[src/rtl/fetch_control_pkg.sv]
// ---------------------------------------------------------------------------
// lc3b_types
// Shared LC-3b datapath types used by the fetch-stage control.
//   lc3b_pcmux_sel     : 3-bit select for the 8:1 PC mux
//   PCMUX_*            : PC mux source encodings
//   pcmux_redirect_src : maps a redirect source onto a PC mux select;
//                        unknown sources fall back to PC+2
// ---------------------------------------------------------------------------
package lc3b_types;

  typedef logic [2:0] lc3b_pcmux_sel;

  localparam lc3b_pcmux_sel PCMUX_PLUS2  = 3'd0;
  localparam lc3b_pcmux_sel PCMUX_BRANCH = 3'd1;
  localparam lc3b_pcmux_sel PCMUX_SR1    = 3'd2;
  localparam lc3b_pcmux_sel PCMUX_MDR    = 3'd3;
  localparam lc3b_pcmux_sel PCMUX_BRADD  = 3'd4;

  function automatic lc3b_pcmux_sel pcmux_redirect_src(input lc3b_pcmux_sel sel);
    lc3b_pcmux_sel w_sel;
    w_sel = PCMUX_PLUS2;
    if ((sel >= PCMUX_BRANCH) && (sel <= PCMUX_BRADD)) begin
      w_sel = sel;
    end
    return w_sel;
  endfunction

endpackage

[src/rtl/fetch_control_watchdog.sv]
// ---------------------------------------------------------------------------
// fetch_watchdog
// Counts cycles spent waiting on instruction memory and raises a sticky
// timeout flag once the wait reaches MEM_TIMEOUT cycles.
// Ports:
//   clk         in   system clock
//   rst_n       in   synchronous active-low reset
//   count_en    in   one more waiting cycle
//   clear       in   restart the wait count (response seen / not fetching)
//   mem_timeout out  sticky error flag, cleared only by reset
// ---------------------------------------------------------------------------
module fetch_watchdog #(
  parameter int unsigned MEM_TIMEOUT = 255
) (
  input  logic clk,
  input  logic rst_n,
  input  logic count_en,
  input  logic clear,
  output logic mem_timeout
);

  localparam logic [7:0] TC = 8'(MEM_TIMEOUT);

  logic [7:0] r_cnt;
  logic       r_timeout;
  logic [7:0] w_cnt_next;

  // Saturates at 255 so a very long stall can never wrap back below TC.
  assign w_cnt_next = (r_cnt == 8'hFF) ? r_cnt : (r_cnt + 8'd1);

  always_ff @(posedge clk) begin
    if (!rst_n) begin
      r_cnt     <= '0;
      r_timeout <= 1'b0;
    end else begin
      if (clear) begin
        r_cnt <= '0;
      end else if (count_en) begin
        r_cnt <= w_cnt_next;
        if (w_cnt_next >= TC) begin
          r_timeout <= 1'b1;
        end
      end
    end
  end

  assign mem_timeout = r_timeout;

endmodule

[src/rtl/fetch_control.sv]
// ---------------------------------------------------------------------------
// fetch_control
// Sequences the LC-3b fetch stage: issues instruction reads from the current
// PC, loads the IR on response, and advances or redirects the PC.
//
//   state | meaning
//   IDLE  | one quiet cycle after reset, no read issued
//   FETCH | read outstanding at the current PC
//   HOLD  | IR valid, decode stalled, waiting for consume or redirect
//
// Ports:
//   clk            in   system clock
//   rst_n          in   synchronous active-low reset
//   imem_resp      in   instruction memory data valid this cycle
//   stall          in   decode cannot accept an instruction
//   redirect_valid in   redirect request, held until redirect_ack
//   redirect_sel   in   PC mux source for the redirect
//   imem_read      out  read request at current PC
//   load_pc        out  PC register load enable
//   pcmux_sel      out  PC mux select (PC+2 when not loading)
//   load_ir        out  capture memory data into IR
//   if_valid       out  IR holds a valid unconsumed instruction
//   redirect_ack   out  redirect applied this cycle
//   mem_timeout    out  sticky memory timeout flag
// ---------------------------------------------------------------------------
module fetch_control
  import lc3b_types::*;
#(
  parameter int unsigned MEM_TIMEOUT = 255
) (
  input  logic          clk,
  input  logic          rst_n,
  input  logic          imem_resp,
  input  logic          stall,
  input  logic          redirect_valid,
  input  lc3b_pcmux_sel redirect_sel,
  output logic          imem_read,
  output logic          load_pc,
  output lc3b_pcmux_sel pcmux_sel,
  output logic          load_ir,
  output logic          if_valid,
  output logic          redirect_ack,
  output logic          mem_timeout
);

  typedef enum logic [1:0] {
    IDLE  = 2'd0,
    FETCH = 2'd1,
    HOLD  = 2'd2
  } fetch_state_e;

  fetch_state_e r_state;
  fetch_state_e w_state_next;
  logic         r_if_valid;
  logic         w_if_valid_next;
  logic         w_wd_count_en;
  logic         w_wd_clear;

  always_ff @(posedge clk) begin
    if (!rst_n) begin
      r_state    <= IDLE;
      r_if_valid <= 1'b0;
    end else begin
      r_state    <= w_state_next;
      r_if_valid <= w_if_valid_next;
    end
  end

  always_comb begin
    w_state_next    = r_state;
    w_if_valid_next = r_if_valid;
    imem_read       = 1'b0;
    load_pc         = 1'b0;
    pcmux_sel       = PCMUX_PLUS2;
    load_ir         = 1'b0;
    redirect_ack    = 1'b0;

    unique case (r_state)
      IDLE: begin
        w_state_next = FETCH;
      end

      FETCH: begin
        imem_read = 1'b1;
        if (imem_resp) begin
          if (redirect_valid) begin
            // Fetched instruction is on the wrong path; drop it.
            load_pc         = 1'b1;
            pcmux_sel       = pcmux_redirect_src(redirect_sel);
            redirect_ack    = 1'b1;
            w_if_valid_next = 1'b0;
          end else if (!stall) begin
            load_ir         = 1'b1;
            load_pc         = 1'b1;
            w_if_valid_next = 1'b1;
          end else begin
            load_ir         = 1'b1;
            w_if_valid_next = 1'b1;
            w_state_next    = HOLD;
          end
        end else if (!stall) begin
          // A redirect without a response waits: PC is frozen while a read
          // is outstanding.
          w_if_valid_next = 1'b0;
        end
      end

      HOLD: begin
        if (redirect_valid) begin
          load_pc         = 1'b1;
          pcmux_sel       = pcmux_redirect_src(redirect_sel);
          redirect_ack    = 1'b1;
          w_if_valid_next = 1'b0;
          w_state_next    = FETCH;
        end else if (!stall) begin
          load_pc         = 1'b1;
          w_if_valid_next = 1'b0;
          w_state_next    = FETCH;
        end
      end

      default: begin
        w_state_next    = IDLE;
        w_if_valid_next = 1'b0;
      end
    endcase
  end

  assign w_wd_count_en = (r_state == FETCH) && !imem_resp;
  assign w_wd_clear    = (r_state != FETCH) || imem_resp;

  fetch_watchdog #(
    .MEM_TIMEOUT (MEM_TIMEOUT)
  ) u_watchdog (
    .clk         (clk),
    .rst_n       (rst_n),
    .count_en    (w_wd_count_en),
    .clear       (w_wd_clear),
    .mem_timeout (mem_timeout)
  );

  assign if_valid = r_if_valid;

endmodule

[config.mk]
export PLATFORM = sky130hd
export DESIGN_NAME = fetch_control
export DESIGN_NICKNAME = d
export VERILOG_FILES = /design/src/rtl/fetch_control_pkg.sv /design/src/rtl/fetch_control_watchdog.sv /design/src/rtl/fetch_control.sv
export SDC_FILE = /design/constraint.sdc
export NUM_CORES = 1
export LEC_CHECK = 0
export ABC_AREA = 0
export ABC_CLOCK_PERIOD_IN_PS = 2100
export CAP_MARGIN = 15
export CORE_MARGIN = 5
export CORE_UTILIZATION = 40
export DETAILED_ROUTE_END_ITERATION = 16
export GPL_ROUTABILITY_DRIVEN = 0
export PLACE_DENSITY_LB_ADDON = 0.3
export SLEW_MARGIN = 40
export SYNTH_ARGS = -nofsm -noshare
export SYNTH_HDL_FRONTEND = slang
export SYNTH_HIERARCHICAL = 1
export SYNTH_SLANG_ARGS = --single-unit
[constraint.sdc]
create_clock -name clk -period 2.1 [get_ports clk]
set_input_delay 0.525 -clock clk [delete_from_list [all_inputs] [get_ports clk]]
set_output_delay 0.525 -clock clk [all_outputs]
set_load 0.01 [all_outputs]
==> results.txt, run 1 <==
----------------------------------------------------
[STA]
  Setup violation total in the final timing report ... 0
  Clk_skew ... approximately 0.002 ns
  Maximum operating frequency ... roughly 0.50 GHz
  Fin Setup TNS ... 0 ns
  RSZ-0062 raised after global routing ... false
  Final Hold Viols ... 0
  Time the final worst path needs with I/O delays and setup ... 2.01 ns
  Worst slack on hold paths ... around 0.46 ns
  Part of the cycle the worst path needs ... 95.7%
  Final count of pins violating max slew ... 0
  Headroom to the max-slew limit ... 75.0%
  Minimum setup slack in the final design ... 0.0911 ns
  Slew at the pin with the worst max-slew slack ... 0.371 ns

[Finish]
  Antenna Diode Count ... 0
  Area overhead of the layout relative to synthesis ... 38.3%
  Share of final-layout standard cells stronger than drive strength 1 ... 28.9%
  Post-route design area ... 0.00123 mm2
  Number of nets in the layout ... 156
  Commonest cells after routing, fill and taps aside ... 15 x buf_4, 13 x nor2_1, 10 x dfxtp_1
  Post-Layout Cell Count ... 170
  Leading cell type in the layout, fill and taps excluded ... buf_4

[Detailed routing]
  Wirelength, routed ... 2.22 mm
  Vias ... between 900 and 1000
  Starting DRT DRC Count ... 19
  Number of antenna-violating nets in the routed design ... 0
  Routed length per placed instance ... 13.0 um
  Drt first pass iters ... 4
  Detail-routed via count per cell ... 5.43
  # DRC ... 0

[Hold path]
  Min-Delay Path Depth ... 2
  Worst min-delay path category ... reg -> reg
  Startpoint of the tightest hold check path ... if_valid$_SDFFE_PN0N_
  Endpoint with the worst hold slack ... if_valid$_SDFFE_PN0N_

[Clock tree]
  CTS HTree Levels ... 1
  Number of buffers inserted during clock tree synthesis ... 3
  Clock Tree Buf Depth ... 2
  Reg clk slew, reported paths ... 0.08 ns
  Setup fix buffers added after clock tree synthesis ... 0
  Clk_lat worst skew ... 0.27 ns
  Hold bufs inserted after CTS ... 0
  CTS tree ... yes
  Root Driver ... clkbuf_4
  Clock sink count ... 12

[Synthesis]
  Dominant cell type by area after synthesis ... dfxtp_1
  Number of register bits inferred by synthesis ... 12
  Yosys cell types ... 47
  Leading register cell type out of synthesis ... dfxtp_1
  Share of Yosys cell area claimed by the top area cell type ... roughly 27%
  Post-Syn Area per Cell ... 8.00 um2
  Yosys warning total ... 6
  Post-synthesis cell area ... 888 um2
  Ranking of synthesized cells by area ... dfxtp_1 27%, ha_1 7.0%, nor2_1 5.5%
  Seq/Total Area, Yosys ... a little over a quarter
  Synth async-reset ratio ... 0%
  Number of synthesized flops with an enable pin ... 0
  Number of instances in the synthesized netlist ... 111
  Post-synth net total ... 124

[Worst setup path]
  Worst path required time ... 1.57 ns
  Worst Setup Start Kind ... register
  Maximum fanout count along the critical path ... 6
  Crit Reg-Reg Endpoint ... u_watchdog/mem_timeout$_SDFFE_PN0P_
  Worst Setup Path Type ... reg -> out
  Endpoint class of the critical path ... primary output
  Crit path arrival time ... 1.48 ns
  Source of the worst register-to-register timing path ... u_watchdog/r_cnt[0]$_SDFFE_PP0P_
  R2r setup slk ... 0.24 ns
  FF-to-FF path depth ... 6

[Power and ir drop]
  Worst VDD drop ... 304 uV
  Pleak ... 0.498 nW
  Cell area power density ... approximately 540 mW/mm2

[GRT]
  Number of antenna violations at the first check in global routing ... 0
  Global-route wire length before repair ... between 3 and 4 mm
  Sum of overflow across all layers after global routing ... 0
  Maximum number of pins on one net before global-route repair ... 10
  GR Util All Layers ... 15.1%
  Vias in the first global route ... 903

[Floorplanning]
  Die outline area ... 0.00326 mm2
  CORE AREA ... 0.00217 mm2
  Initial Util ... about two fifths
  Die outline width ... 57.1 um
  IO Count ... 17
  Row Count ... 17
  Vert. Die Dim ... 57.1 um

[Place]
  Placed cell areas ... 0.00117 mm2
  Number of I/O port buffers ... 16
  Post-place setup slack ... -0.531 ns
  Placed Cells ... 166
  HPWL Detailed ... 1.76 mm

[Run status]
  Result of the run ... finished, final reports clean

[Flow run]
  MaxCap Viol Count ... 0

----------------------------------------------------
==> worst max-delay path by stage <==
stage,startpoint,to,slack [ns],cells after the start
after CTS,r_state[1]$_SDFFE_PN0P_,pcmux_sel[2],-0.04,6
after global routing,r_state[0]$_SDFFE_PN0P_,pcmux_sel[2],0.006,6
after detailed placement,imem_resp,pcmux_sel[2],-0.53,5
after global placement,imem_resp,pcmux_sel[2],-0.47,5
final,r_state[0]$_SDFFE_PN0P_,load_pc,0.09,7
after floorplan,r_state[1]$_SDFFE_PN0P_,pcmux_sel[0],0.28,5
==> critical path: stages (launching register included) <==
cell and delay [ns]:
dfxtp_4 0.38, inv_2 0.05, buf_4 0.13, ha_4 0.17
buf_4 0.15, o21ai_1 0.13, nor2_1 0.06, buf_2 0.13
==> state kept, by name, indices dropped and copies added (netlist names) <==
register                count
u_watchdog/r_cnt            8
r_state                     2
if_valid                    1
u_watchdog/mem_timeout      1
==> power by group <==
part | switching (mW) | internal, mW
clock network | 0.0832 | 0.105
logic | 0.102 | 0.125
registers | 0.0113 | 0.238
==> metrics by stage <==
step	utilization, %	power [mW]
after global routing	56.6	0.713
after detailed placement	53.9	0.453
after floorplan	-	0.341
final	56.6	0.665
after global placement	53.9	0.451
after CTS	55.2	0.650
==> cells in the mapped netlist, types with 2 or more instances <==
| library cell | instances |
|---|---|
| a22o_1 | 2 |
| nand2b_1 | 2 |
| nor3b_1 | 2 |
| nor2_1 | 13 |
| o21ai_0 | 8 |
| dfxtp_1 | 12 |
| o22ai_1 | 2 |
| inv_1 | 6 |
| and2_1 | 2 |
| nand3_1 | 7 |
| xnor2_1 | 2 |
| ha_1 | 5 |
| o21ai_1 | 2 |
| xor2_1 | 2 |
| nand2_1 | 7 |
| a21oi_1 | 6 |
==> cells by family (layout without fill, tap and decap cells) <==
group | after synthesis | in the layout | synth area share, %
muxes | 1 | 1 | 1.13
DFF | 12 | 12 | 27.0
AOI/OAI and AO/OA | 28 | 28 | 21.3
and+or+nand+nor | 50 | 50 | 33.5
adders and majority gates | 5 | 5 | 7.04
buffers and inverters | 11 | 42 | 6.06
xor gates and xnor gates | 4 | 4 | 3.94
==> cell type report <==
class	instances	area, um2
inverter	7	28.8
timing repair buffer	31	243
tap	28	35.0
multi-input combinational	88	641
fill	223	941
clock buffer	4	36.3
sequential	12	245
==> what timing repair did <==
action	4_1_cts	5_1_grt
resized for setup	29	12
pin swaps	3	2
setup endpoints to repair	6	7
hold endpoints to repair	0	0
==> metal layers <==
layer / wire length, um / up-vias / track usage (%) / share of wire, %
met4: 63 / 0 / 8.28 / 2.8
met1: 949 / 424 / 18.4 / 43
met3: 140 / 6 / 4.30 / 6.3
met2: 1060 / 32 / 24.0 / 48
li1: - / 461 / - / -
met5: 0 / - / 0 / 0
(Power assumes the default switching activity.)
==> inputs of run 2 (changes only) <==
ABC_CLOCK_PERIOD_IN_PS = 2400   (was 2100)
CORE_ASPECT_RATIO = 0.75   (was default)
SETUP_SLACK_MARGIN = 0.5   (was default)
clock period = 2.4 ns   (was 2.1 ns; I/O delays follow)
==> results.txt, run 2 (synthesized netlist as in run 1, its figures left out) <==
----------------------------------------------------
[Detailed routing]
  # DRC ... 0 (unchanged)
  Vias ... 892 (-3.4%)
  Starting DRT DRC Count ... 36 (+17)
  Drt first pass iters ... 5 (+1)
  Detail-routed via count per cell ... 5.44 (+0.18%)
  Number of antenna-violating nets in the routed design ... 0 (unchanged)
  Wirelength, routed ... 2.15 mm (-3.2%)
  Routed length per placed instance ... 13.1 um (+0.38%)

[Finish]
  Seq. cell area ... 246 um2 (+0.51%)
  Number of nets in the layout ... 154 (-1.3%)
  Registers with the highest flip-flop counts ... u_watchdog/r_cnt (8), r_state (2)
  Flip-flop count of the largest register, all copies and words added ... 8 (unchanged)
  Post-Layout Cell Count ... 164 (-3.5%)
  Largest register by flop count ... u_watchdog/r_cnt
  Commonest cells after routing, fill and taps aside ... 13 x nor2_1, 13 x buf_4, 9 x dfxtp_1
  Area overhead of the layout relative to synthesis ... 38.6%
  Fill cell instance count of the final layout ... 182 (-18%)
  Total area of multi-input combinational cells ... 653 um2 (+2.0%)
  Share of final-layout standard cells stronger than drive strength 1 ... 32.1% (+3.3 points)
  Antenna Diode Count ... 0 (unchanged)

[Worst setup path]
  Worst path bufs/invs ... 3 (-1)
  Crit path arrival time ... 1.46 ns (-0.02 ns)
  Crit-path cells ... inv_4 > ha_4 > and2_4 > buf_4 > o21ai_2 > nor2_1 > buf_2
  Worst path required time ... 1.80 ns (+0.23 ns)
  Worst Setup Path Type ... reg -> out
  Endpoint class of the critical path ... primary output
  Highest cell delay on the worst timing path ... 0.36 ns (-0.02 ns)
  Top delay family on crit path ... flip-flops
  Maximum fanout count along the critical path ... 3 (-3)
  Critical Path Slowest Stage Cell ... dfxtp_2
  Worst Setup Start Kind ... register

[Power and ir drop]
  Power dissipated by switching net loads ... 174 uW (-12%)
  Pleak ... 0.485 nW (-2.7%)
  Seq pwr share ... 37.9% (+0.4 points)
  Portion of total power attributed to combinational logic ... 33.9% (-0.3 points)
  Internal power ... 403 uW (-14%)
  Part of the total power dissipated in the clock network ... 28.2% (about the same)
  Cell area power density ... 469 mW/mm2 (-13%)
  Worst VDD drop ... 308 uV (+1.2%)
  Switch share ... 30.1% (+0.50 points)

[GRT]
  Vias in the first global route ... 730 (-19%)
  Maximum number of pins on one net before global-route repair ... 10 (unchanged)
  Met1 track utilization from global routing ... 19.2% (+0.76 points)
  Met2 layer usage reported by global route ... 18.5% (-5.5 points)
  Sum of overflow across all layers after global routing ... 0 (unchanged)
  GR Util All Layers ... 13.1% (-2.0 points)
  Number of antenna violations at the first check in global routing ... 0 (unchanged)
  Global route hottest layer ... met1
  Met3 track utilization from global routing ... 4.82% (+0.53 points)
  Global-route wire length before repair ... 3.40 mm (-14%)

[Floorplanning]
  Row Count ... 14 (-3)
  IO Count ... 17 (unchanged)
  Initial Util ... 43.0% (+2.0 points)
  Die outline width ... 64.4 um (+13%)
  CORE AREA ... 0.00207 mm2 (-4.7%)
  Vert. Die Dim ... 50.8 um (-11%)
  Die outline area ... 0.00327 mm2 (+0.30%)

[STA]
  Worst slack on hold paths ... 0.458 ns (+0.00285 ns)
  Final count of pins violating max slew ... 0 (unchanged)
  Final Hold Viols ... 0 (unchanged)
  Headroom to the max-slew limit ... 72.0% (-3.0 points)
  Part of the cycle the worst path needs ... 86.0%
  Maximum operating frequency ... ~0.48 GHz
  Setup violation total in the final timing report ... 0 (unchanged)
  Time the final worst path needs with I/O delays and setup ... 2.06 ns
  Clk_skew ... 0.00641 ns (+0.00441 ns)
  RSZ-0062 raised after global routing ... true
  Fin Setup TNS ... 0 ns (unchanged)
  Slew at the pin with the worst max-slew slack ... 0.416 ns (+0.0443 ns)

[Flow run]
  MaxCap Viol Count ... 0 (unchanged)

[Place]
  Placed Cells ... 157 (-5.4%)
  Number of I/O port buffers ... 16 (unchanged)
  HPWL Detailed ... 1.63 mm (-7.3%)

[Hold path]
  Worst min-delay path category ... reg -> reg

[Clock tree]
  Number of buffers inserted during clock tree synthesis ... 3 (unchanged)
  CTS tree ... yes
  Clk_lat worst skew ... 0.28 ns (about the same)
  Root Driver ... clkbuf_4
  CTS HTree Levels ... 1 (unchanged)
  Hold bufs inserted after CTS ... 0 (unchanged)
  Reg clk slew, reported paths ... 0.08 ns (about the same)
  Clock sink count ... 12 (unchanged)
  Clock Tree Buf Depth ... 2 (unchanged)

[Run status]
  Result of the run ... finished, final reports clean

----------------------------------------------------
## run 2: metrics by stage
| step | power, mW | worst slack (ns) | instance area [um2] | utilization (%) |
|---|---|---|---|---|
| 2_1_floorplan | 0.298 | 0.506 | 888 | - |
| 3_3_place_gp | 0.372 | -0.317 | 1130 | 54.5 |
| 3_5_place_dp | 0.374 | -0.354 | 1130 | 54.5 |
| 4_1_cts | 0.574 | 0.280 | 1200 | 58.1 |
| 5_1_grt | 0.614 | 0.262 | 1230 | 59.6 |
| 6_report | 0.577 | 0.337 | 1230 | 59.6 |
## run 2: worst register-to-register path, stage by stage (launching register included)
cell,delay [ns]
dfxtp_1,0.42
ha_2,0.27
nand2_1,0.15
o2111ai_2,0.27
xor2_1,0.20
nor4b_2,0.07
a32o_2,0.26
## run 2: path summary, 6_finish.rpt
check	start	to	slack, ns	cells past startpoint
min	if_valid$_SDFFE_PN0N_	if_valid$_SDFFE_PN0N_	0.46	2
min reg2reg	if_valid$_SDFFE_PN0N_	if_valid$_SDFFE_PN0N_	0.46	2
max reg2reg	u_watchdog/r_cnt[1]$_SDFFE_PP0P_	u_watchdog/mem_timeout$_SDFFE_PN0P_	0.65	6
max	r_state[1]$_SDFFE_PN0P_	load_pc	0.34	7
## run 2: cell type report
type | instances | area share, %
clock buffers | 4 | 2.95
flip-flops and latches | 12 | 20.0
inverters | 7 | 2.54
multi-input cells | 88 | 53.0
repair buffers | 29 | 19.0
well taps | 24 | 2.44
## run 2: power groups by stage
stage	clock network (mW)	registers [mW]	logic (mW)
after floorplan	0	0.215	0.0830
after global placement	0	0.217	0.156
after global routing	0.180	0.220	0.214
after detailed placement	0	0.217	0.157
after CTS	0.169	0.219	0.186
final	0.162	0.219	0.196
## run 2: per-layer routing
layer	up-vias	routed length [um]	share of wire [%]
met5	-	0	0
met4	0	1	0.047
met3	2	125	5.8
met2	24	977	46
met1	404	1040	49
li1	462	-	-
## run 2: timing repair
item                       CTS  global route
setup endpoints to repair    8             9
gates resized for setup     40            10
pin swaps                    4             6
gates cloned                 0             0
setup buffers                3             0
==> inputs of run 3 (changes only) <==
CAP_MARGIN = default   (was 15)
==> results of run 3 <==
Final layout, timing and power as in run 2 (identical DEF).
